`config.mk`:
```
export PLATFORM = sky130hd
export DESIGN_NAME = pcie_ss_ctrl_bridge
export DESIGN_NICKNAME = d
export VERILOG_FILES = /design/src/rtl/pcie_ss_ctrl_bridge.sv
export SDC_FILE = /design/constraint.sdc
export NUM_CORES = 1
export LEC_CHECK = 0
export ABC_AREA = 1
export CAP_MARGIN = 40
export CELL_PAD_IN_SITES_DETAIL_PLACEMENT = 2
export CELL_PAD_IN_SITES_GLOBAL_PLACEMENT = 2
export CORE_MARGIN = 1.5
export CORE_UTILIZATION = 28
export DETAILED_ROUTE_END_ITERATION = 10
export PLACE_DENSITY_LB_ADDON = 0.1
export SYNTH_ARGS = -nofsm -noshare
export SYNTH_HDL_FRONTEND = slang
export SYNTH_SLANG_ARGS = --single-unit
```
`constraint.sdc`:
```
create_clock -name clk -period 3.8 [get_ports clk]
set_input_delay 0.76 -clock clk [delete_from_list [all_inputs] [get_ports clk]]
set_output_delay 0.76 -clock clk [all_outputs]
set_load 0.01 [all_outputs]
```
`src/rtl/pcie_ss_ctrl_bridge.sv`:
```
// pcie_ss_ctrl_bridge
// Turns each level-held command from pcie_csr into exactly one AXI4-lite
// transaction on the PCIe SS control/status port. Returns read data and
// completion status, and aborts a transaction whose target stops responding.
module pcie_ss_ctrl_bridge #(
  parameter int ADDR_WIDTH     = 20,
  parameter int TIMEOUT_CYCLES = 4096
) (
  input  logic                  clk,
  input  logic                  rst_n,
  // Command side (pcie_csr)
  input  logic [1:0]            i_ss_ctrl_cmd,
  input  logic [ADDR_WIDTH-1:0] i_ss_ctrl_addr,
  input  logic [31:0]           i_ss_ctrl_writedata,
  output logic [31:0]           o_ss_readdata,
  output logic                  o_ss_ack,
  output logic                  o_ss_error,
  // AXI4-lite write address channel
  output logic                  m_axi_awvalid,
  input  logic                  m_axi_awready,
  output logic [ADDR_WIDTH-1:0] m_axi_awaddr,
  // AXI4-lite write data channel
  output logic                  m_axi_wvalid,
  input  logic                  m_axi_wready,
  output logic [31:0]           m_axi_wdata,
  output logic [3:0]            m_axi_wstrb,
  // AXI4-lite write response channel
  input  logic                  m_axi_bvalid,
  output logic                  m_axi_bready,
  input  logic [1:0]            m_axi_bresp,
  // AXI4-lite read address channel
  output logic                  m_axi_arvalid,
  input  logic                  m_axi_arready,
  output logic [ADDR_WIDTH-1:0] m_axi_araddr,
  // AXI4-lite read data channel
  input  logic                  m_axi_rvalid,
  output logic                  m_axi_rready,
  input  logic [31:0]           m_axi_rdata,
  input  logic [1:0]            m_axi_rresp
);

  typedef enum logic [2:0] {
    ST_IDLE    = 3'd0,
    ST_WR_REQ  = 3'd1,
    ST_WR_RESP = 3'd2,
    ST_RD_REQ  = 3'd3,
    ST_RD_RESP = 3'd4,
    ST_DONE    = 3'd5
  } state_t;

  localparam logic [1:0] CMD_IDLE  = 2'b00;
  localparam logic [1:0] CMD_WRITE = 2'b01;
  localparam logic [1:0] CMD_READ  = 2'b10;
  localparam logic [1:0] CMD_RSVD  = 2'b11;
  localparam logic [1:0] RESP_OKAY = 2'b00;

  // A limit of zero turns the watchdog off entirely.
  localparam bit TMO_EN = (TIMEOUT_CYCLES > 0);
  localparam int CNT_W  = (TIMEOUT_CYCLES > 1) ? $clog2(TIMEOUT_CYCLES) : 1;
  localparam logic [CNT_W-1:0] TMO_LIMIT = TMO_EN ? CNT_W'(TIMEOUT_CYCLES - 1) : {CNT_W{1'b0}};
  localparam logic [CNT_W-1:0] CNT_ONE   = CNT_W'(1);

  state_t                  state_r;
  logic [CNT_W-1:0]        tmo_cnt_r;
  logic                    awvalid_r;
  logic                    wvalid_r;
  logic                    bready_r;
  logic                    arvalid_r;
  logic                    rready_r;
  logic [ADDR_WIDTH-1:0]   awaddr_r;
  logic [ADDR_WIDTH-1:0]   araddr_r;
  logic [31:0]             wdata_r;
  logic [31:0]             readdata_r;
  logic                    ack_r;
  logic                    error_r;

  logic                    tmo_hit_s;
  logic                    aw_hs_s;
  logic                    w_hs_s;
  logic                    aw_done_s;
  logic                    w_done_s;
  logic                    b_hs_s;
  logic                    ar_hs_s;
  logic                    r_hs_s;

  // Handshake qualifiers; a channel counts as done once its valid has dropped
  // or its handshake is happening in this cycle.
  always_comb begin
    aw_hs_s   = awvalid_r & m_axi_awready;
    w_hs_s    = wvalid_r & m_axi_wready;
    aw_done_s = (~awvalid_r) | m_axi_awready;
    w_done_s  = (~wvalid_r) | m_axi_wready;
    b_hs_s    = bready_r & m_axi_bvalid;
    ar_hs_s   = arvalid_r & m_axi_arready;
    r_hs_s    = rready_r & m_axi_rvalid;
  end

  // Watchdog limit detection for the transaction currently in flight.
  always_comb begin
    tmo_hit_s = 1'b0;
    if (TMO_EN) begin
      tmo_hit_s = (tmo_cnt_r == TMO_LIMIT);
    end else begin
      tmo_hit_s = 1'b0;
    end
  end

  // Command FSM: captures the command, runs one AXI transaction, then holds
  // ack until the command is withdrawn so a held command is never replayed.
  always_ff @(posedge clk or negedge rst_n) begin
    if (!rst_n) begin
      state_r    <= ST_IDLE;
      tmo_cnt_r  <= {CNT_W{1'b0}};
      awvalid_r  <= 1'b0;
      wvalid_r   <= 1'b0;
      bready_r   <= 1'b0;
      arvalid_r  <= 1'b0;
      rready_r   <= 1'b0;
      awaddr_r   <= {ADDR_WIDTH{1'b0}};
      araddr_r   <= {ADDR_WIDTH{1'b0}};
      wdata_r    <= 32'h0000_0000;
      readdata_r <= 32'h0000_0000;
      ack_r      <= 1'b0;
      error_r    <= 1'b0;
    end else begin
      case (state_r)
        ST_IDLE: begin
          tmo_cnt_r <= {CNT_W{1'b0}};
          case (i_ss_ctrl_cmd)
            CMD_WRITE: begin
              awaddr_r  <= i_ss_ctrl_addr;
              wdata_r   <= i_ss_ctrl_writedata;
              awvalid_r <= 1'b1;
              wvalid_r  <= 1'b1;
              state_r   <= ST_WR_REQ;
            end
            CMD_READ: begin
              araddr_r  <= i_ss_ctrl_addr;
              arvalid_r <= 1'b1;
              state_r   <= ST_RD_REQ;
            end
            CMD_RSVD: begin
              ack_r   <= 1'b1;
              error_r <= 1'b1;
              state_r <= ST_DONE;
            end
            default: begin
              state_r <= ST_IDLE;
            end
          endcase
        end

        ST_WR_REQ: begin
          if (tmo_hit_s) begin
            awvalid_r <= 1'b0;
            wvalid_r  <= 1'b0;
            bready_r  <= 1'b0;
            ack_r     <= 1'b1;
            error_r   <= 1'b1;
            state_r   <= ST_DONE;
          end else begin
            tmo_cnt_r <= tmo_cnt_r + CNT_ONE;
            if (aw_hs_s) begin
              awvalid_r <= 1'b0;
            end
            if (w_hs_s) begin
              wvalid_r <= 1'b0;
            end
            if (aw_done_s && w_done_s) begin
              bready_r <= 1'b1;
              state_r  <= ST_WR_RESP;
            end
          end
        end

        ST_WR_RESP: begin
          if (b_hs_s) begin
            bready_r <= 1'b0;
            ack_r    <= 1'b1;
            error_r  <= (m_axi_bresp != RESP_OKAY);
            state_r  <= ST_DONE;
          end else if (tmo_hit_s) begin
            bready_r <= 1'b0;
            ack_r    <= 1'b1;
            error_r  <= 1'b1;
            state_r  <= ST_DONE;
          end else begin
            tmo_cnt_r <= tmo_cnt_r + CNT_ONE;
          end
        end

        ST_RD_REQ: begin
          if (tmo_hit_s) begin
            arvalid_r <= 1'b0;
            rready_r  <= 1'b0;
            ack_r     <= 1'b1;
            error_r   <= 1'b1;
            state_r   <= ST_DONE;
          end else begin
            tmo_cnt_r <= tmo_cnt_r + CNT_ONE;
            if (ar_hs_s) begin
              arvalid_r <= 1'b0;
              rready_r  <= 1'b1;
              state_r   <= ST_RD_RESP;
            end
          end
        end

        ST_RD_RESP: begin
          if (r_hs_s) begin
            // Data is kept even on SLVERR/DECERR so software can inspect it.
            rready_r   <= 1'b0;
            readdata_r <= m_axi_rdata;
            ack_r      <= 1'b1;
            error_r    <= (m_axi_rresp != RESP_OKAY);
            state_r    <= ST_DONE;
          end else if (tmo_hit_s) begin
            rready_r <= 1'b0;
            ack_r    <= 1'b1;
            error_r  <= 1'b1;
            state_r  <= ST_DONE;
          end else begin
            tmo_cnt_r <= tmo_cnt_r + CNT_ONE;
          end
        end

        ST_DONE: begin
          if (i_ss_ctrl_cmd == CMD_IDLE) begin
            ack_r   <= 1'b0;
            error_r <= 1'b0;
            state_r <= ST_IDLE;
          end else begin
            state_r <= ST_DONE;
          end
        end

        default: begin
          awvalid_r <= 1'b0;
          wvalid_r  <= 1'b0;
          bready_r  <= 1'b0;
          arvalid_r <= 1'b0;
          rready_r  <= 1'b0;
          ack_r     <= 1'b0;
          error_r   <= 1'b0;
          state_r   <= ST_IDLE;
        end
      endcase
    end
  end

  assign o_ss_readdata = readdata_r;
  assign o_ss_ack      = ack_r;
  assign o_ss_error    = error_r;
  assign m_axi_awvalid = awvalid_r;
  assign m_axi_awaddr  = awaddr_r;
  assign m_axi_wvalid  = wvalid_r;
  assign m_axi_wdata   = wdata_r;
  assign m_axi_wstrb   = 4'hF;
  assign m_axi_bready  = bready_r;
  assign m_axi_arvalid = arvalid_r;
  assign m_axi_araddr  = araddr_r;
  assign m_axi_rready  = rready_r;

endmodule

```
==> results.txt <==
- Power density cells: 793 mW/mm²
- The worst hold path belongs to the class input port to async pin.
- After the last flow step, the layout net total stands at 905.
- Port bufs: 207
- Worst clock skew: about 8.9 ps
* Detailed-router iteration count before antenna repair: 4
- Simple-gate share of the synthesized area: 0.221
- Counting flops and latches in the post-synthesis netlist gives ~130.
- Post-Synthesis Cells: 600
* GP Congestion: roughly 0.76
- Vias in the first global route: around 5600
- Library cell used as clock root buffer: sky130_fd_sc_hd__clkbuf_16
- In this run, post-CTS repair resized a total of 0 instances.
- The routed design could run at a clock period as short as 2380 ps.
- For this block, the initial DRC count from the detailed router was 101.
- The initial antenna violation count was 1.
- Of the cells placed in the final design, the portion with a size suffix greater than 1 is 0.117.
- TritonCTS built the clock tree.
* Total track usage: 0.195
- The final count of hold timing violations is 0.
* Leakage: roughly 4.2 nW
* Most area-hungry cell type in the Yosys netlist: sky130_fd_sc_hd__dfrtp_1
- Routed vias: roughly 5000
- The number of different library cells used by synthesis comes to 31.
* Reg-to-reg startpoint: state_r[2]$_DFFE_PN0P_
- Deepest clock path buffer count: 2
- Worst path arrival time: between 2000 and 3000 ps
- STA classifies the critical path startpoint as an input port.
- Achievable Freq: 421 MHz
* Setup repair after global routing missed its margin: no
- For this run, the register share of the synthesized area comes to 0.558.
- After clock tree synthesis, the clock-pin slew on the worst setup and hold paths is ~60 ps.
* Register-to-register setup slack: roughly 1600 ps
- Synthesized-area fraction occupied by ao, oa, aoi and oai cells: 0.0587
- For this configuration, the core starts out at a cell density of 0.287.
- Biggest fanout along the worst timing path: 37
* Mean Syn Cell Area: 9.42 µm²
* Global route total overflow: 0
* Area share of the leading cell type in the synthesized netlist: 0.558
- Critical Path RT: about 4200 ps
* Post-CTS Setup Inserts: 0
- After global routing, the most crowded layer is met2.
- The critical path starts at m_axi_rvalid.
- Dividing the final minimum period by the clock period gives 0.625.
- Kind of end point of the critical path: flip-flop
- Routed WL per cell: 18.0 µm
- Largest family of logic cells by synthesized area: simple AND/OR/NAND/NOR gates
- Residual antenna-violating net count after detailed routing: 0
- The portion of synthesized area spent on multiplexers is 0.0837.
* DIE WIDTH: 145 µm
- From synthesis to final layout, the design area changed by 51.9%.
- Final-layout fill cell count: 2163
* Htree depth: 4
- The max-slew violation count is 0.
- Largest net degree at the start of global routing: 55
- The critical path in this run is classified as input port to flip-flop.
* Cell Area, Synth: around 0.0057 mm²
* Yosys warning count: 0
- Peak supply drop: approximately 0.38 mV
- Result of the run: finished, final reports clean
- Counting cells, the worst reg-to-reg path comes to 7.
- In this run the worst setup path terminates at tmo_cnt_r[5]$_DFFE_PN0P_.
- The endpoint identified for the worst register-to-register timing path is tmo_cnt_r[5]$_DFFE_PN0P_.
- Met2 Resource Use GR: 0.349
- Met1 demand-to-capacity share in global routing: 0.216
* HPWL after detailed placement: around 14000 µm
- Sinks on Clock Net: between 100 and 150
* Maximum capacitance violations: 0
- After clock tree synthesis, the flow added hold-fix buffers numbering 0.
* First-pass GRT wire length: ~32000 µm
- Die outline area: approximately 0.021 mm²
- Headroom to the max-slew limit came out at 0.478.
- The routed design has ~20000 µm of wire.
- TritonCTS buffer count: 17
* Setup TNS Final: 0 ps
* Chip height: 145 µm
- Tot Pwr: 0.00681 W
* Met3 usage in global routing: 0.0632
* Slew @ Worst Pin: around 780 ps
- At the later pin of the worst-skew pair, clock insertion delay measures between 400 and 500 ps.
- After floorplanning, the core was divided into 51 placement rows.
- Of the total synthesized cell area, the portion taken by full adders, half adders and majority gates is 0.00221.
- Final setup violating endpoints: 0
- After detailed routing, the number of remaining DRC violations is 0.
* Xor and xnor area share after synthesis: 0.00930
- For this design the top-level I/O count stands at ~210.
- The core region is 0.0197 mm².
- Top post-synthesis cells by area: sky130_fd_sc_hd__dfrtp_1 (56%), sky130_fd_sc_hd__nand2_1 (15%), sky130_fd_sc_hd__mux2_4 (8.0%), sky130_fd_sc_hd__o21ai_0 (4.2%), sky130_fd_sc_hd__inv_1 (3.2%)
- Dividing the detail-routed via count by the number of cells gives around 4.5.
-- power breakdown --
group	switching, W	internal (W)	total, W	leakage [nW]
clock	0.000675	0.00111	0.00179	0.303
sequential	0.000388	0.00187	0.00226	1.61
combinational	0.00129	0.00147	0.00276	2.27
-- synthesized netlist by cell type (all sizes together) --
library cell  count
nand2           228
dfrtp           126
o21ai            55
inv              52
mux2             32
nor2             31
nand3            29
buf              17
clkbuf           10
xor2              6
a21oi             4
nand4             3
or2               2
conb              1
ha                1
nand3b            1
nor3              1
o22ai             1
-- worst min path at each step --
stage	from	to	slack [ps]	cells after the start
3_3_place_gp	o_ss_readdata[7]$_DFFE_PN0P_	o_ss_readdata[7]$_DFFE_PN0P_	460	2
6_report	rst_n	tmo_cnt_r[0]$_DFFE_PN0P_	410	1
3_5_place_dp	o_ss_readdata[27]$_DFFE_PN0P_	o_ss_readdata[27]$_DFFE_PN0P_	470	2
2_1_floorplan	rst_n	m_axi_araddr[0]$_DFFE_PN0P_	460	0
5_1_grt	rst_n	tmo_cnt_r[0]$_DFFE_PN0P_	460	1
4_1_cts	rst_n	tmo_cnt_r[0]$_DFFE_PN0P_	430	1
-- cell type report --
class / count / area [µm²] / area share
Sequential cell: 126 / 3150 / 0.367
Multi-Input combinational cell: 398 / 2130 / 0.248
Timing Repair Buffer: 212 / 2130 / 0.248
Clock buffer: 17 / 425 / 0.0496
Tap cell: 265 / 332 / 0.0386
Clock inverter: 15 / 208 / 0.0242
Inverter: 52 / 198 / 0.0230
Antenna cell: 1 / 2.50 / 0.000292
-- sequential cells by signal, indices dropped and copies added, names as in the netlist --
signal	cells
m_axi_araddr	20
m_axi_arvalid	1
m_axi_awaddr	20
m_axi_awvalid	1
m_axi_bready	1
m_axi_rready	1
m_axi_wdata	32
m_axi_wvalid	1
o_ss_ack	1
o_ss_error	1
o_ss_readdata	32
state_r	3
tmo_cnt_r	12
-- critical path, stage by stage --
cell and delay (ps):
sky130_fd_sc_hd__clkdlybuf4s50_1 460, sky130_fd_sc_hd__nand2_1 80, sky130_fd_sc_hd__inv_1 110, sky130_fd_sc_hd__nand3_4 350
sky130_fd_sc_hd__nand3b_1 290, sky130_fd_sc_hd__inv_1 70, sky130_fd_sc_hd__nand2_2 370, sky130_fd_sc_hd__nand2_1 140
sky130_fd_sc_hd__o21ai_2 80
-- kinds of logic after synthesis --
family                     count (synthesis)
AOI/OAI and AO/OA                         60
xor gates and xnor gates                   6
adders and majority gates                  1
buffers and inverters                     79
DFF                                      126
muxes                                     32
other                                      1
and+or+nand+nor                          295
-- per-layer routing --
metal | vias to the layer above | part of all wire
li1 | 2293 | -
met1 | 2415 | 0.39
met2 | 136 | 0.52
met3 | 25 | 0.063
met4 | 0 | 0.024
met5 | - | 0
-- placed cells by master (no fill, tap or decap) --
master	n
sky130_fd_sc_hd__nand2_1	224
sky130_fd_sc_hd__clkdlybuf4s50_1	206
sky130_fd_sc_hd__dfrtp_1	126
sky130_fd_sc_hd__inv_1	48
sky130_fd_sc_hd__o21ai_0	47
sky130_fd_sc_hd__mux2_4	30
sky130_fd_sc_hd__nand3_1	26
sky130_fd_sc_hd__nor2_1	26
sky130_fd_sc_hd__clkbuf_16	17
sky130_fd_sc_hd__o21ai_2	8
sky130_fd_sc_hd__xor2_1	6
sky130_fd_sc_hd__inv_6	5
sky130_fd_sc_hd__a21oi_1	4
sky130_fd_sc_hd__conb_1	4
sky130_fd_sc_hd__bufinv_16	4
sky130_fd_sc_hd__buf_4	4
sky130_fd_sc_hd__inv_2	3
sky130_fd_sc_hd__nand4_1	3
sky130_fd_sc_hd__clkinvlp_4	3
sky130_fd_sc_hd__nor2_4	2
sky130_fd_sc_hd__nand3_4	2
sky130_fd_sc_hd__nand2_4	2
sky130_fd_sc_hd__nor2_2	2
sky130_fd_sc_hd__nand2_2	2
sky130_fd_sc_hd__or2_2	2
sky130_fd_sc_hd__mux2_2	2
sky130_fd_sc_hd__clkinv_2	2
sky130_fd_sc_hd__buf_12	2
sky130_fd_sc_hd__diode_2	1
sky130_fd_sc_hd__nor2_8	1
sky130_fd_sc_hd__nor3_1	1
sky130_fd_sc_hd__o22ai_1	1
sky130_fd_sc_hd__inv_4	1
sky130_fd_sc_hd__nand3_2	1
sky130_fd_sc_hd__nand3b_1	1
sky130_fd_sc_hd__ha_1	1
sky130_fd_sc_hd__inv_8	1
-- per-stage QoR --
step	hold WS [ps]	utilization	area [µm²]	std cells	setup WS (ps)
after floorplan	464	-	5660	603	2130
after global placement	463	0.403	7930	1052	1030
after detailed placement	469	0.404	7950	1053	924
after CTS	435	0.437	8580	1085	1360
after global routing	463	0.437	8580	1086	1200
final	407	0.437	8580	1086	1420
(Power assumes the default switching activity.)
